===== config.mk =====
export PLATFORM = sky130hd
export DESIGN_NAME = mdu_seq
export DESIGN_NICKNAME = d
export VERILOG_FILES = /design/src/rtl/mdu_seq.sv
export SDC_FILE = /design/constraint.sdc
export NUM_CORES = 1
export LEC_CHECK = 0
export ABC_CLOCK_PERIOD_IN_PS = 8900
export CAP_MARGIN = 10
export CORE_AREA = 2 2 204 206
export CTS_BUF_LIST = sky130_fd_sc_hd__clkbuf_8
export CTS_CLUSTER_DIAMETER = 40
export CTS_CLUSTER_SIZE = 40
export DETAILED_ROUTE_END_ITERATION = 16
export DIE_AREA = 0 0 206 208
export PLACE_DENSITY_LB_ADDON = 0.05
export SYNTH_ARGS = -nofsm -noshare
export SYNTH_HDL_FRONTEND = slang
export SYNTH_SLANG_ARGS = --single-unit

===== constraint.sdc =====
create_clock -name clk -period 8.9 [get_ports clk]
set_input_delay 1.78 -clock clk [delete_from_list [all_inputs] [get_ports clk]]
set_output_delay 1.78 -clock clk [all_outputs]
set_load 0.02 [all_outputs]

===== src/rtl/mdu_seq.sv =====
// Multi-cycle RV32 M-extension unit: radix-2 shift-add multiply and restoring divide.
// Optional MDU_EARLY_OUT_EN: multiply stops once the remaining multiplier bits are all zero.
module mdu_seq #(
  parameter int XLEN = 32
) (
  input  logic            clk,
  input  logic            rst_n,
  input  logic            start,
  input  logic [2:0]      funct3,
  input  logic [XLEN-1:0] operand_1,
  input  logic [XLEN-1:0] operand_2,
  input  logic            flush,
  output logic            stall,
  output logic            done,
  output logic [XLEN-1:0] result
);

  localparam int CW = $clog2(XLEN);

  typedef enum logic [1:0] {IDLE, MUL, DIV, DONE} state_t;

  state_t              state;
  logic [CW-1:0]       counter;
  logic [2*XLEN-1:0]   acc;
  logic [2*XLEN-1:0]   mcand;
  logic [XLEN-1:0]     mplier;
  logic [XLEN-1:0]     quo;
  logic [XLEN-1:0]     rem;
  logic [XLEN-1:0]     divisor;
  logic [1:0]          fn;
  logic                neg_res;
  logic                rem_neg;

  // Operand decode, only consumed in IDLE
  logic            op1_sgn, op2_sgn, neg1, neg2, div_zero, div_ovf;
  logic [XLEN-1:0] abs1, abs2, special_res;

  always_comb begin
    op1_sgn  = (funct3 == 3'b001) | (funct3 == 3'b010) | (funct3 == 3'b100) | (funct3 == 3'b110);
    op2_sgn  = (funct3 == 3'b001) | (funct3 == 3'b100) | (funct3 == 3'b110);
    neg1     = op1_sgn & operand_1[XLEN-1];
    neg2     = op2_sgn & operand_2[XLEN-1];
    abs1     = neg1 ? -operand_1 : operand_1;
    abs2     = neg2 ? -operand_2 : operand_2;
    div_zero = (operand_2 == '0);
    div_ovf  = op1_sgn & op2_sgn & (operand_1 == {1'b1, {(XLEN-1){1'b0}}}) & (operand_2 == '1);
    if (funct3[1]) special_res = div_zero ? operand_1 : '0;
    else           special_res = div_zero ? '1 : operand_1;
  end

  // One multiply step and its final-result view
  logic [2*XLEN-1:0] acc_nx, mcand_nx, prod;
  logic [XLEN-1:0]   mplier_nx, mul_res;
  logic              mul_last;

  always_comb begin
    acc_nx    = acc + (mplier[0] ? mcand : '0);
    mcand_nx  = mcand << 1;
    mplier_nx = mplier >> 1;
    prod      = neg_res ? -acc_nx : acc_nx;
    mul_res   = (fn == 2'b00) ? prod[XLEN-1:0] : prod[2*XLEN-1:XLEN];
`ifdef MDU_EARLY_OUT_EN
    mul_last  = (mplier_nx == '0);
`else
    mul_last  = (counter == '0);
`endif
  end

  // One restoring-divide step; rem[XLEN-1] set means the shifted value exceeds any divisor
  logic [XLEN-1:0] rem_lo, rem_nx, quo_nx, q_fin, r_fin, div_res;
  logic            ge;

  always_comb begin
    rem_lo  = {rem[XLEN-2:0], quo[XLEN-1]};
    ge      = rem[XLEN-1] | (rem_lo >= divisor);
    rem_nx  = ge ? rem_lo - divisor : rem_lo;
    quo_nx  = {quo[XLEN-2:0], ge};
    q_fin   = neg_res ? -quo_nx : quo_nx;
    r_fin   = rem_neg ? -rem_nx : rem_nx;
    div_res = fn[1] ? r_fin : q_fin;
  end

  assign stall = start & ~done & ~flush;

  always_ff @(posedge clk or negedge rst_n) begin
    if (!rst_n) begin
      state   <= IDLE;
      counter <= '0;
      acc     <= '0;
      mcand   <= '0;
      mplier  <= '0;
      quo     <= '0;
      rem     <= '0;
      divisor <= '0;
      fn      <= '0;
      neg_res <= 1'b0;
      rem_neg <= 1'b0;
      done    <= 1'b0;
      result  <= '0;
    end else begin
      done <= 1'b0;
      if (flush) begin
        state <= IDLE;
      end else begin
        case (state)
          IDLE: if (start) begin
            counter <= CW'(XLEN-1);
            acc     <= '0;
            mcand   <= {{XLEN{1'b0}}, abs1};
            mplier  <= abs2;
            quo     <= abs1;
            rem     <= '0;
            divisor <= abs2;
            fn      <= funct3[1:0];
            neg_res <= neg1 ^ neg2;
            rem_neg <= neg1;
            if (!funct3[2]) begin
              state <= MUL;
            end else if (div_zero | div_ovf) begin
              state  <= DONE;
              done   <= 1'b1;
              result <= special_res;
            end else begin
              state <= DIV;
            end
          end
          MUL: begin
            acc     <= acc_nx;
            mcand   <= mcand_nx;
            mplier  <= mplier_nx;
            counter <= counter - 1'b1;
            if (mul_last) begin
              state  <= DONE;
              done   <= 1'b1;
              result <= mul_res;
            end
          end
          DIV: begin
            rem     <= rem_nx;
            quo     <= quo_nx;
            counter <= counter - 1'b1;
            if (counter == '0) begin
              state  <= DONE;
              done   <= 1'b1;
              result <= div_res;
            end
          end
          default: state <= IDLE;
        endcase
      end
    end
  end

endmodule


==> metrics.log <==
INFO  metric setup_viol = 0
INFO  metric switching_share = 50.82%
INFO  metric fraction_of_the_core_area_covered_by_cells_at_the_end_of_the_flow = 70.30%
INFO  metric synth_ff_type = sky130_fd_sc_hd__dfrtp_1
INFO  metric instances_no_fill = 3,943
INFO  metric timing.setup.critical_path_class = input pin to flop
INFO  metric worstPathArrival = 7.03 ns
INFO  metric cts_buffers = 54
INFO  metric cts_resized = 0
INFO  metric wire_length_of_the_first_global_routing_pass = 150.7 mm
INFO  metric synth_seq_area_share = 28.74%
INFO  metric crit_path_max_fanout = 32
INFO  metric required = 9.45 ns
INFO  metric synthTopCellsByCount = sky130_fd_sc_hd__nand2_1, sky130_fd_sc_hd__o21ai_0, sky130_fd_sc_hd__dfrtp_1
INFO  metric dp.cells = 3,839
INFO  metric syn2layout_area_growth = 9.140%
INFO  metric initial_utilization = 64.41%
INFO  metric design.portCount = 105
INFO  metric clock_power_share = 19.3%
INFO  metric nets = 3,544
INFO  metric fin_total_pwr = 8.063 mW
INFO  metric syn_area = 26,120 um2
INFO  metric finalClockSkew = 0.03227 ns
INFO  metric firstDrtPassIters = 6
INFO  metric post_cts_hold_buffer_count = 0
INFO  metric worstHoldPathCells = 1
INFO  metric setup-tns-final = 0 ns
INFO  metric synth.most_common_cell = sky130_fd_sc_hd__nand2_1
INFO  metric cts_setup_buffers = 0
INFO  metric synthDominantCellAreaShare = 28.74%
INFO  metric floorplan.core_area = 40,550 um2
INFO  metric share_seq_of_total_power = 28.0%
INFO  metric place.gp.congestion = 1.058
INFO  metric yosys.cell_types.count = 105
INFO  metric power.ir.vdd_worst = 0.1992 mV
INFO  metric period_share = 72.77%
INFO  metric globalRoute.totalOverflow = 0
INFO  metric reported_max_cap_violation_count = 0
INFO  metric max_freq = 154.4 MHz
INFO  metric cts.path.max_buffers = 3
INFO  metric p_int = 3.965 mW
INFO  metric hp-start = mplier[26]
INFO  metric grt_pass1_vias = 26,340
INFO  metric gate_count_post_synth = 3,394
INFO  metric wire_per_inst = 25.03 um
INFO  metric critical_path.reg2reg.endpoint = result[8]
INFO  metric clock-sinks = 300
INFO  metric power-per-cell-area = 282.9 nW/um2
INFO  metric final_layout_size_suffix_gt1_share = 6.422%
INFO  metric die_y = 208 um
INFO  metric hold-path-endpoint = mplier[26]
INFO  metric critical_path.cell_chain = clkdlybuf4s50_1, nor3_1, nand4b_1, or3_1, nor3_2, nand3b_1, or3_1, o21ai_0, nand4_1, a211oi_4, buf_4, and2_1, o221ai_1, a221oi_1, a21oi_2
INFO  metric path_clk_slew = 0.08 ns
INFO  metric power_leakage = 11.95 nW
INFO  metric max_stage_delay = 0.76 ns
INFO  metric floorplan.rows = 74
INFO  metric clock_tree_from_tritoncts = done
INFO  metric netlist.top_cell.by_area = sky130_fd_sc_hd__dfrtp_1
INFO  metric critical_path_buffers_and_inverters = 2
INFO  metric cp_endpoint_kind = flop
INFO  metric drt-initial-drc-count = 3,938
INFO  metric synth_enable_flop_cells = 0
INFO  metric run_status = completed
INFO  metric r2r_start = mplier[0]
INFO  metric drt_drc_violations_left = 0
INFO  metric hold_violations = 0
INFO  metric cts_htree_levels = 2
INFO  metric critical_path.top_delay_family = simple AND/OR/NAND/NOR gates
INFO  metric postSynth.asyncResetShare = 100.0%
INFO  metric netSwitchingPower = 4.098 mW
INFO  metric cts-root-buf = sky130_fd_sc_hd__clkbuf_8
INFO  metric ant_nets = 0
INFO  metric number_of_antenna_violations_at_the_first_check_in_global_routing = 2
INFO  metric synth-warning-count = 0
INFO  metric power_frac_comb = 52.7%
INFO  metric drt_via_density = 7.071
INFO  metric hp-class = flop to flop
INFO  metric fin_crit = 6.476 ns
INFO  metric die_area = 42,850 um2
INFO  metric tot_gr_track_use = 45.34%
INFO  metric grt_max_degree = 200
INFO  metric start_kind = input pin
INFO  metric synthesis.nets = 3,574
INFO  metric rsz0062_at_grt = false
INFO  metric reg2reg_setup_slack = 2.51 ns
INFO  metric drt_wl_total = 98.70 mm
INFO  metric synth-seq-cells = 300
INFO  metric die_x = 206 um
INFO  metric port-buffer-count = 104
INFO  metric avgSynthCellArea = 7.696 um2
INFO  metric clk-insertion-delay-late = 0.70 ns
INFO  metric dp.final_hpwl = 74.38 mm
INFO  metric max_slew_margin = 11.57%
INFO  metric final_max_slew_viol_count = 0
INFO  metric route.vias.total = 27,880
INFO  metric synth.top_cells.by_area = sky130_fd_sc_hd__dfrtp_1, sky130_fd_sc_hd__o21ai_0, sky130_fd_sc_hd__nand2_1
INFO  metric critical-path-slowest-cell = sky130_fd_sc_hd__and2_1
INFO  metric critical_path.most_common_cell = sky130_fd_sc_hd__or3_1
INFO  metric worst-slew-pin-transition = 1.314 ns
INFO  metric reg2reg_depth = 17
## metrics by stage
stage	cell area (um2)	hold slack [ns]	setup WS, ns
after floorplan	26120	0.4496	3.295
after global placement	27230	0.4596	2.155
after detailed placement	27230	0.4662	2.010
after CTS	28500	0.4837	2.658
after global routing	28500	0.5069	2.100
final	28510	0.4799	2.424
## layout by cell type, fill, tap and decap left out, types with 16 or more instances in the layout
cell type and n:
sky130_fd_sc_hd__nand2_1 418, sky130_fd_sc_hd__o21ai_0 364, sky130_fd_sc_hd__dfrtp_1 299, sky130_fd_sc_hd__a21oi_1 286, sky130_fd_sc_hd__nor2_1 256, sky130_fd_sc_hd__nand3_1 154
sky130_fd_sc_hd__xnor2_1 109, sky130_fd_sc_hd__ha_1 106, sky130_fd_sc_hd__xor2_1 105, sky130_fd_sc_hd__clkdlybuf4s50_1 103, sky130_fd_sc_hd__mux2i_1 89, sky130_fd_sc_hd__and2_1 85
sky130_fd_sc_hd__inv_1 78, sky130_fd_sc_hd__nor3_1 66, sky130_fd_sc_hd__clkbuf_8 58, sky130_fd_sc_hd__nand4_1 56, sky130_fd_sc_hd__o211ai_1 44, sky130_fd_sc_hd__a21o_1 42
sky130_fd_sc_hd__or3_1 36, sky130_fd_sc_hd__o31ai_1 36, sky130_fd_sc_hd__a22oi_1 32, sky130_fd_sc_hd__buf_4 31, sky130_fd_sc_hd__or4_1 30, sky130_fd_sc_hd__a211oi_1 27
sky130_fd_sc_hd__maj3_1 26, sky130_fd_sc_hd__a31oi_1 26, sky130_fd_sc_hd__nor4_1 21, sky130_fd_sc_hd__and3_1 21, sky130_fd_sc_hd__o21a_1 20, sky130_fd_sc_hd__or2_2 17
sky130_fd_sc_hd__inv_6 16
## flip-flops by register name (all words and copies together), names as in the netlist
signal,flops
state,2
result,32
divisor,32
mplier,32
neg_res,1
rem,32
counter,5
mcand,64
rem_neg,1
quo,32
fn,2
done,1
acc,64
## layer usage
layer	track usage, %	part of all wire, %	vias up
met1	57.77	38	13300
met2	70.48	44	1844
met4	26.95	7.2	0
li1	-	-	12300
met3	9.853	11	438
met5	0	0	-
## cell type report
class,count,area [um2]
Timing Repair Buffer,138,1326
Clock buffer,58,798.3
Multi-Input combinational cell,2792,17440
Sequential cell,300,7508
Clock inverter,44,470.5
Inverter,78,292.8
Tap cell,532,665.6
Fill cell,3274,12050
Antenna cell,1,2.502
## how the worst max path moves through the flow
stage / startpoint / to / slack, ns / depth (start not counted)
2_1_floorplan: rem[23] / result[28] / 3.29 / 24
3_3_place_gp: operand_2[10] / result[24] / 2.16 / 14
3_5_place_dp: operand_2[2] / result[24] / 2.01 / 15
4_1_cts: operand_2[2] / result[24] / 2.66 / 15
5_1_grt: rem[23] / result[28] / 2.10 / 20
6_report: operand_2[2] / result[24] / 2.42 / 15
## worst register-to-register path: cells and delay by family (launching register included)
kind	cells	cell delay, ns
simple gates	6	2.54
flops	1	0.99
xor+xnor	1	0.30
buf+inv	1	0.07
fa+ha+maj	2	0.60
compound gates	7	1.82
## power by group through the flow
stage	sequential, mW	combinational (mW)	clock (mW)
after detailed placement	2.24	4.07	0
after CTS	2.22	4.11	1.56
after floorplan	2.08	2.91	0
after global placement	2.22	3.96	0
final	2.26	4.25	1.56
after global routing	2.27	4.57	1.62
## cells by family after synthesis
group,Yosys count,synth area share (%)
and+or+nand+nor,1259,23.37
AOI/OAI and AO/OA,1089,26.10
buffers and inverters,302,4.656
DFF,300,28.74
xor gates and xnor gates,214,7.176
adders and majority gates,135,6.275
muxes,95,3.684
Note: power is estimated with default switching activity, not from simulation.
